### config.mk
export PLATFORM = sky130hd
export DESIGN_NAME = rgb_pwm_decoder8
export DESIGN_NICKNAME = d
export VERILOG_FILES = /design/src/rtl/rgb_pwm_decoder8.sv
export SDC_FILE = /design/constraint.sdc
export NUM_CORES = 1
export LEC_CHECK = 0
export BUFFER_PORTS_ARGS = -buffer_cell sky130_fd_sc_hd__buf_2
export CORE_MARGIN = 1.5
export CORE_UTILIZATION = 60
export CTS_CLUSTER_DIAMETER = 150
export DETAILED_ROUTE_END_ITERATION = 7
export PLACE_DENSITY = 0.8
export SLEW_MARGIN = 20
export SYNTH_ARGS = -nofsm -noshare
export SYNTH_HDL_FRONTEND = slang
export SYNTH_SLANG_ARGS = --single-unit
### constraint.sdc
create_clock -name clk -period 4.5 [get_ports clk]
set_input_delay 0.225 -clock clk [delete_from_list [all_inputs] [get_ports clk]]
set_output_delay 0.225 -clock clk [all_outputs]
set_load 0.02 [all_outputs]
### src/rtl/rgb_pwm_decoder8.sv
`timescale 1ns/1ps
// Purpose : recovers 8-bit R/G/B codes from three PWM lines by counting active cycles per 256-cycle frame.
// Latency : codes and valid_o appear SYNC_STAGES+256 clocks after the raw sync_i pulse that opened the window.
// Backpressure: none; valid_o is a 1-cycle strobe and outputs hold until the next completed window.
//
// Ports:
//   clk, rst                 clock and asynchronous active-high reset
//   an                       line polarity (1 = active-low anode lines, 0 = active-high cathode lines)
//   sync_i                   generator frame-start pulse, one cycle every 256 clocks
//   r_i, g_i, b_i            PWM lines
//   rcolor_o/gcolor_o/bcolor_o  recovered codes (0..255, full-frame active saturates to 255)
//   valid_o, changed_o       update strobe, and "some code differs from the held value" with it
//   locked_o                 frames are arriving with a consistent 256-cycle period
module rgb_pwm_decoder8 #(
    parameter int SYNC_STAGES = 2,
    parameter bit USE_SYNC    = 1'b1
) (
    input  logic       clk,
    input  logic       rst,
    input  logic       an,
    input  logic       sync_i,
    input  logic       r_i,
    input  logic       g_i,
    input  logic       b_i,
    output logic [7:0] rcolor_o,
    output logic [7:0] gcolor_o,
    output logic [7:0] bcolor_o,
    output logic       valid_o,
    output logic       changed_o,
    output logic       locked_o
);

    localparam logic [0:0] IDLE      = 1'b0;
    localparam logic [0:0] MEASURE   = 1'b1;
    // Free-running mode skips the wait for sync entirely.
    localparam logic [0:0] RST_STATE = USE_SYNC ? IDLE : MEASURE;

    // Sync pulse and data share one synchronizer chain so they stay cycle-aligned.
    // Bit order per stage: {sync, b, g, r}.
    logic [SYNC_STAGES-1:0][3:0] sync_q;
    logic [3:0]                  synced;

    always_ff @(posedge clk or posedge rst) begin
        if (rst) begin
            sync_q <= '0;
        end else begin
            sync_q[0] <= {sync_i, b_i, g_i, r_i};
            for (int k = 1; k < SYNC_STAGES; k++) begin
                sync_q[k] <= sync_q[k-1];
            end
        end
    end

    assign synced = sync_q[SYNC_STAGES-1];

    logic sync_s;
    logic smp_r, smp_g, smp_b;

    assign sync_s = USE_SYNC ? synced[3] : 1'b0;
    assign smp_r  = synced[0] ^ an;
    assign smp_g  = synced[1] ^ an;
    assign smp_b  = synced[2] ^ an;

    logic [0:0] state;
    logic [7:0] win_cnt;
    logic [8:0] acc_r, acc_g, acc_b;
    logic [8:0] acc_r_nxt, acc_g_nxt, acc_b_nxt;
    logic [7:0] code_r, code_g, code_b;

    // 9-bit accumulators can reach 256 (line stuck active); that clamps to 255.
    function automatic logic [7:0] sat8(input logic [8:0] v);
        return v[8] ? 8'hFF : v[7:0];
    endfunction

    assign acc_r_nxt = acc_r + {8'd0, smp_r};
    assign acc_g_nxt = acc_g + {8'd0, smp_g};
    assign acc_b_nxt = acc_b + {8'd0, smp_b};
    assign code_r    = sat8(acc_r_nxt);
    assign code_g    = sat8(acc_g_nxt);
    assign code_b    = sat8(acc_b_nxt);

    // Window control decisions for this cycle.
    logic do_start;   // open a window with this cycle's sample
    logic do_idle;    // expected sync missing: drop back to IDLE
    logic do_finish;  // last cycle of a window: publish codes
    logic lock_loss;

    always_comb begin
        do_start  = 1'b0;
        do_idle   = 1'b0;
        do_finish = 1'b0;
        lock_loss = 1'b0;
        if (state == IDLE) begin
            do_start = sync_s;
        end else begin
            if (sync_s && (win_cnt != 8'd0)) begin
                // Misaligned sync: the partial window is thrown away and
                // measurement restarts right here.
                do_start  = 1'b1;
                lock_loss = 1'b1;
            end else if (win_cnt == 8'd0) begin
                if (sync_s || !USE_SYNC) begin
                    do_start = 1'b1;
                end else begin
                    do_idle   = 1'b1;
                    lock_loss = 1'b1;
                end
            end else if (win_cnt == 8'd255) begin
                do_finish = 1'b1;
            end
        end
    end

    always_ff @(posedge clk or posedge rst) begin
        if (rst) begin
            state     <= RST_STATE;
            win_cnt   <= 8'd0;
            acc_r     <= 9'd0;
            acc_g     <= 9'd0;
            acc_b     <= 9'd0;
            rcolor_o  <= 8'd0;
            gcolor_o  <= 8'd0;
            bcolor_o  <= 8'd0;
            valid_o   <= 1'b0;
            changed_o <= 1'b0;
            locked_o  <= 1'b0;
        end else begin
            valid_o   <= 1'b0;
            changed_o <= 1'b0;
            if (do_start) begin
                state   <= MEASURE;
                win_cnt <= 8'd1;
                acc_r   <= {8'd0, smp_r};
                acc_g   <= {8'd0, smp_g};
                acc_b   <= {8'd0, smp_b};
                if (lock_loss) begin
                    locked_o <= 1'b0;
                end
            end else if (do_idle) begin
                state    <= IDLE;
                locked_o <= 1'b0;
            end else if (do_finish) begin
                rcolor_o  <= code_r;
                gcolor_o  <= code_g;
                bcolor_o  <= code_b;
                valid_o   <= 1'b1;
                changed_o <= (code_r != rcolor_o) || (code_g != gcolor_o) ||
                             (code_b != bcolor_o);
                locked_o  <= 1'b1;
                win_cnt   <= 8'd0;
            end else if (state == MEASURE) begin
                acc_r   <= acc_r_nxt;
                acc_g   <= acc_g_nxt;
                acc_b   <= acc_b_nxt;
                win_cnt <= win_cnt + 8'd1;
            end
        end
    end

endmodule

==> flow_summary.ini <==
[placement]
gp_congestion = 0.8632
dp_hpwl_mm = 5.969
port_buffers = 33
dp_cells = 546

[detailed_routing]
totalWireLength_mm = 8.644
dr.pass1.iters = 6
drc = 2
via_count = 3403
dr.first_iter.drc_count = 229
final_antenna_net_count = 0
wire_per_inst_um = 15.27
via_per_inst = 6.012

[floorplanning]
fp.dieW_um = 85.02
initial_core_util = 0.6285
std_cell_rows = 29
die-area_um2 = 7228
ioPinCount = 34
die_h_um = 85.02
coreArea_um2 = 6422

[timing]
rsz0062_at_grt = false
fmax_mhz = 306.6
relSlewSlack = 0.4105
final_hold_viol_count = 0
fin_crit_ns = 3.262
setup_viol = 0
finalClockSkew_ns = 0.008558
tightest_slew_ns = 0.8842
fin_crit_sh = 0.7248
fin_tns_setup_ns = 0
drv_slew = 0

[cts]
clk_pin_slew_ns = 0.07
cts-root-buf = clkbuf_8
cts_buffer_depth = 2
cts_hold_buf = 4
cts_tree = built
cts_setup_buffers = 0
clk_latency_ns = 0.35
cts_resized = 0
cts_buffers = 9
cts_max_level = 3
cts_num_sinks = 71

[synth]
synth_fa_ha_area_frac = 0.03100
synth.most_common_cell = dfrtp_1
synthesis.area_um2 = 4036
synth-async-reset-ratio = 1.000
synth_top_area_frac = 0.4402
synthesis.nets = 470
synth_area_leader_cell = dfrtp_1
avgSynthCellArea_um2 = 8.910
yosysWarnings = 0
synth_simple_gate_area_frac = 0.2554
synth.area.top_cells = dfrtp_1 44%, nand2_1 6.3%, xor2_1 5.9%, nor2_1 5.0%, xnor2_1 5.0%
yosysSeqAreaShare = 0.4402
yosys-mux-area-fraction = 0.002790
synth_top_family_by_area = simple AND/OR/NAND/NOR gates
synth_common_cells = 71 x dfrtp_1, 68 x nand2_1, 54 x nor2_1
ys_types = 52
synth_edf_count = 0
synth-seq-cells = 71
synthFlopType = dfrtp_1
synth-xor-area-share = 0.1197
syn_inst = 453
synth-compound-area-share = 0.1200

[worst_setup_path]
worstSetupEndpointType = flip-flop
cp-startpoint = win_cnt[0]
startpoint_type = flip-flop
path_max_fanout = 35
crit-reg2reg-launch = win_cnt[0]
cp.arrival_ns = 3.44
path_class = reg2reg
cp.required_ns = 4.68

[global_route]
grt_max_degree = 72
grt_pass1_wl_mm = 14.65
grt_util_met1 = 0.3502
overflow = 0
grt_use_met3 = 0.03599
grt_pass1_vias = 3079
use_met2 = 0.4062
top_usage_layer = met2
antenna_found_initial = 0
track_usage = 0.2551

[run_status]
violations = DRC
status = complete, but fails checks

[flow_run]
drv_cap = 0

[final_layout]
final_nets = 501
regArea_um2 = 1777
syn2layout_area_growth_pct = 9.672
insertedDiodeCount = 0
multi_input_area_um2 = 2135
drive_gt1_frac = 0.1166
num-fill-cells = 510
instances_no_fill = 566

[power_and_ir_drop]
p_leak_nw = 1.843
cellPowerDensity_nw_per_um2 = 331.0
peakVddDrop_uv = 257.0

[min_path]
hold_class = in2async
worst paths after layout:
| kind | to | slack (ns) | depth (start not counted) |
|---|---|---|---|
| min reg2reg | synced[3] | 0.35 | 0 |
| max reg2reg | rcolor_o[5] | 1.24 | 13 |
| max in group asynchronous | rcolor_o[0] | 3.79 | 3 |
| max | rcolor_o[5] | 1.24 | 13 |
| min in group clk | acc_b[0] | 0.26 | 4 |
| min | sync_q[1] | 0.14 | 3 |
registers in the layout (all words and copies together) (netlist names):
name	count
acc_g	9
locked_o	1
sync_q	4
rcolor_o	8
acc_b	9
synced	4
bcolor_o	8
acc_r	9
gcolor_o	8
win_cnt	8
valid_o	1
changed_o	1
state	1
worst max-delay path: stages, from the launching register on:
cell and delay (ns):
dfrtp_1 0.43, inv_1 0.07, ha_1 0.19, nor4b_1 0.13, nand2_1 0.09, ha_1 0.14, nand4b_1 0.10, nor2_1 0.04
nand2_1 0.17, nor2_1 0.08, nand2_1 0.44, clkinv_1 0.86, nor2_1 0.28, a31oi_1 0.08
layout make-up:
type	instances	area share
Multi-Input combinational cell	353	0.4822
Sequential cell	71	0.4014
Timing Repair Buffer	40	0.05144
Clock buffer	12	0.03053
Tap cell	77	0.02176
Inverter	9	0.007631
Clock inverter	4	0.005088
layout by cell type, fill, tap and decap left out, types with 2 or more instances in the layout:
master	Yosys	final
o2bb2ai_1	2	2
ha_1	10	10
dlygate4sd3_1	0	4
nor4_1	5	5
nor4b_1	3	3
nor2b_1	2	2
xnor3_1	2	2
or4_1	3	3
nand2b_1	2	2
and4b_1	2	2
a311o_1	2	2
nand2_1	68	68
o31ai_1	2	2
nand3_1	13	13
nand4_1	12	12
a31oi_1	14	14
buf_2	1	33
nand4b_1	2	2
nor2_1	54	54
inv_1	7	6
o21ai_0	25	25
nor3b_1	3	3
xnor2_1	23	23
clkinv_2	0	3
clkbuf_1	15	3
buf_4	2	3
o211ai_1	2	2
xor2_1	27	27
clkinv_1	2	2
or3_1	12	12
nor3_1	15	15
a311oi_1	2	2
and2_1	2	2
and3_1	5	5
and3_4	2	2
a21oi_1	22	22
dfrtp_1	71	71
clkbuf_8	0	9
kinds of logic (layout without fill, tap and decap cells):
| family | count (synthesis) | after routing |
|---|---|---|
| multiplexers | 1 | 1 |
| adder cells (fa/ha/maj) | 10 | 10 |
| AND/OR/NAND/NOR | 210 | 210 |
| buffers and inverters | 29 | 65 |
| AO/OA/AOI/OAI | 80 | 80 |
| XOR/XNOR | 52 | 52 |
| flip-flops | 71 | 71 |
routing by layer:
metal / vias to the layer above / wire [um] / share of wire
li1: 1651 / - / -
met1: 1646 / 3959 / 0.46
met2: 89 / 4165 / 0.48
met3: 17 / 343 / 0.040
met4: 0 / 175 / 0.020
met5: - / 0 / 0
per-stage QoR:
stage	total power [mW]	hold WS, ns	util	worst slack (ns)	area [um2]
after global routing	1.555	0.2293	0.6893	0.7950	4427
after floorplan	0.9582	0.2564	-	1.795	4036
after global placement	1.022	0.3330	0.6585	1.410	4229
final	1.465	0.1409	0.6893	1.238	4427
after detailed placement	1.038	0.3351	0.6585	1.251	4229
after CTS	1.468	0.1785	0.6893	1.242	4427
where the power goes:
group	internal (mW)	switching, mW
Clock	0.198	0.233
Combinational	0.107	0.208
Sequential	0.677	0.0432
Total	0.981	0.484
Note: power is estimated with default switching activity, not from simulation.
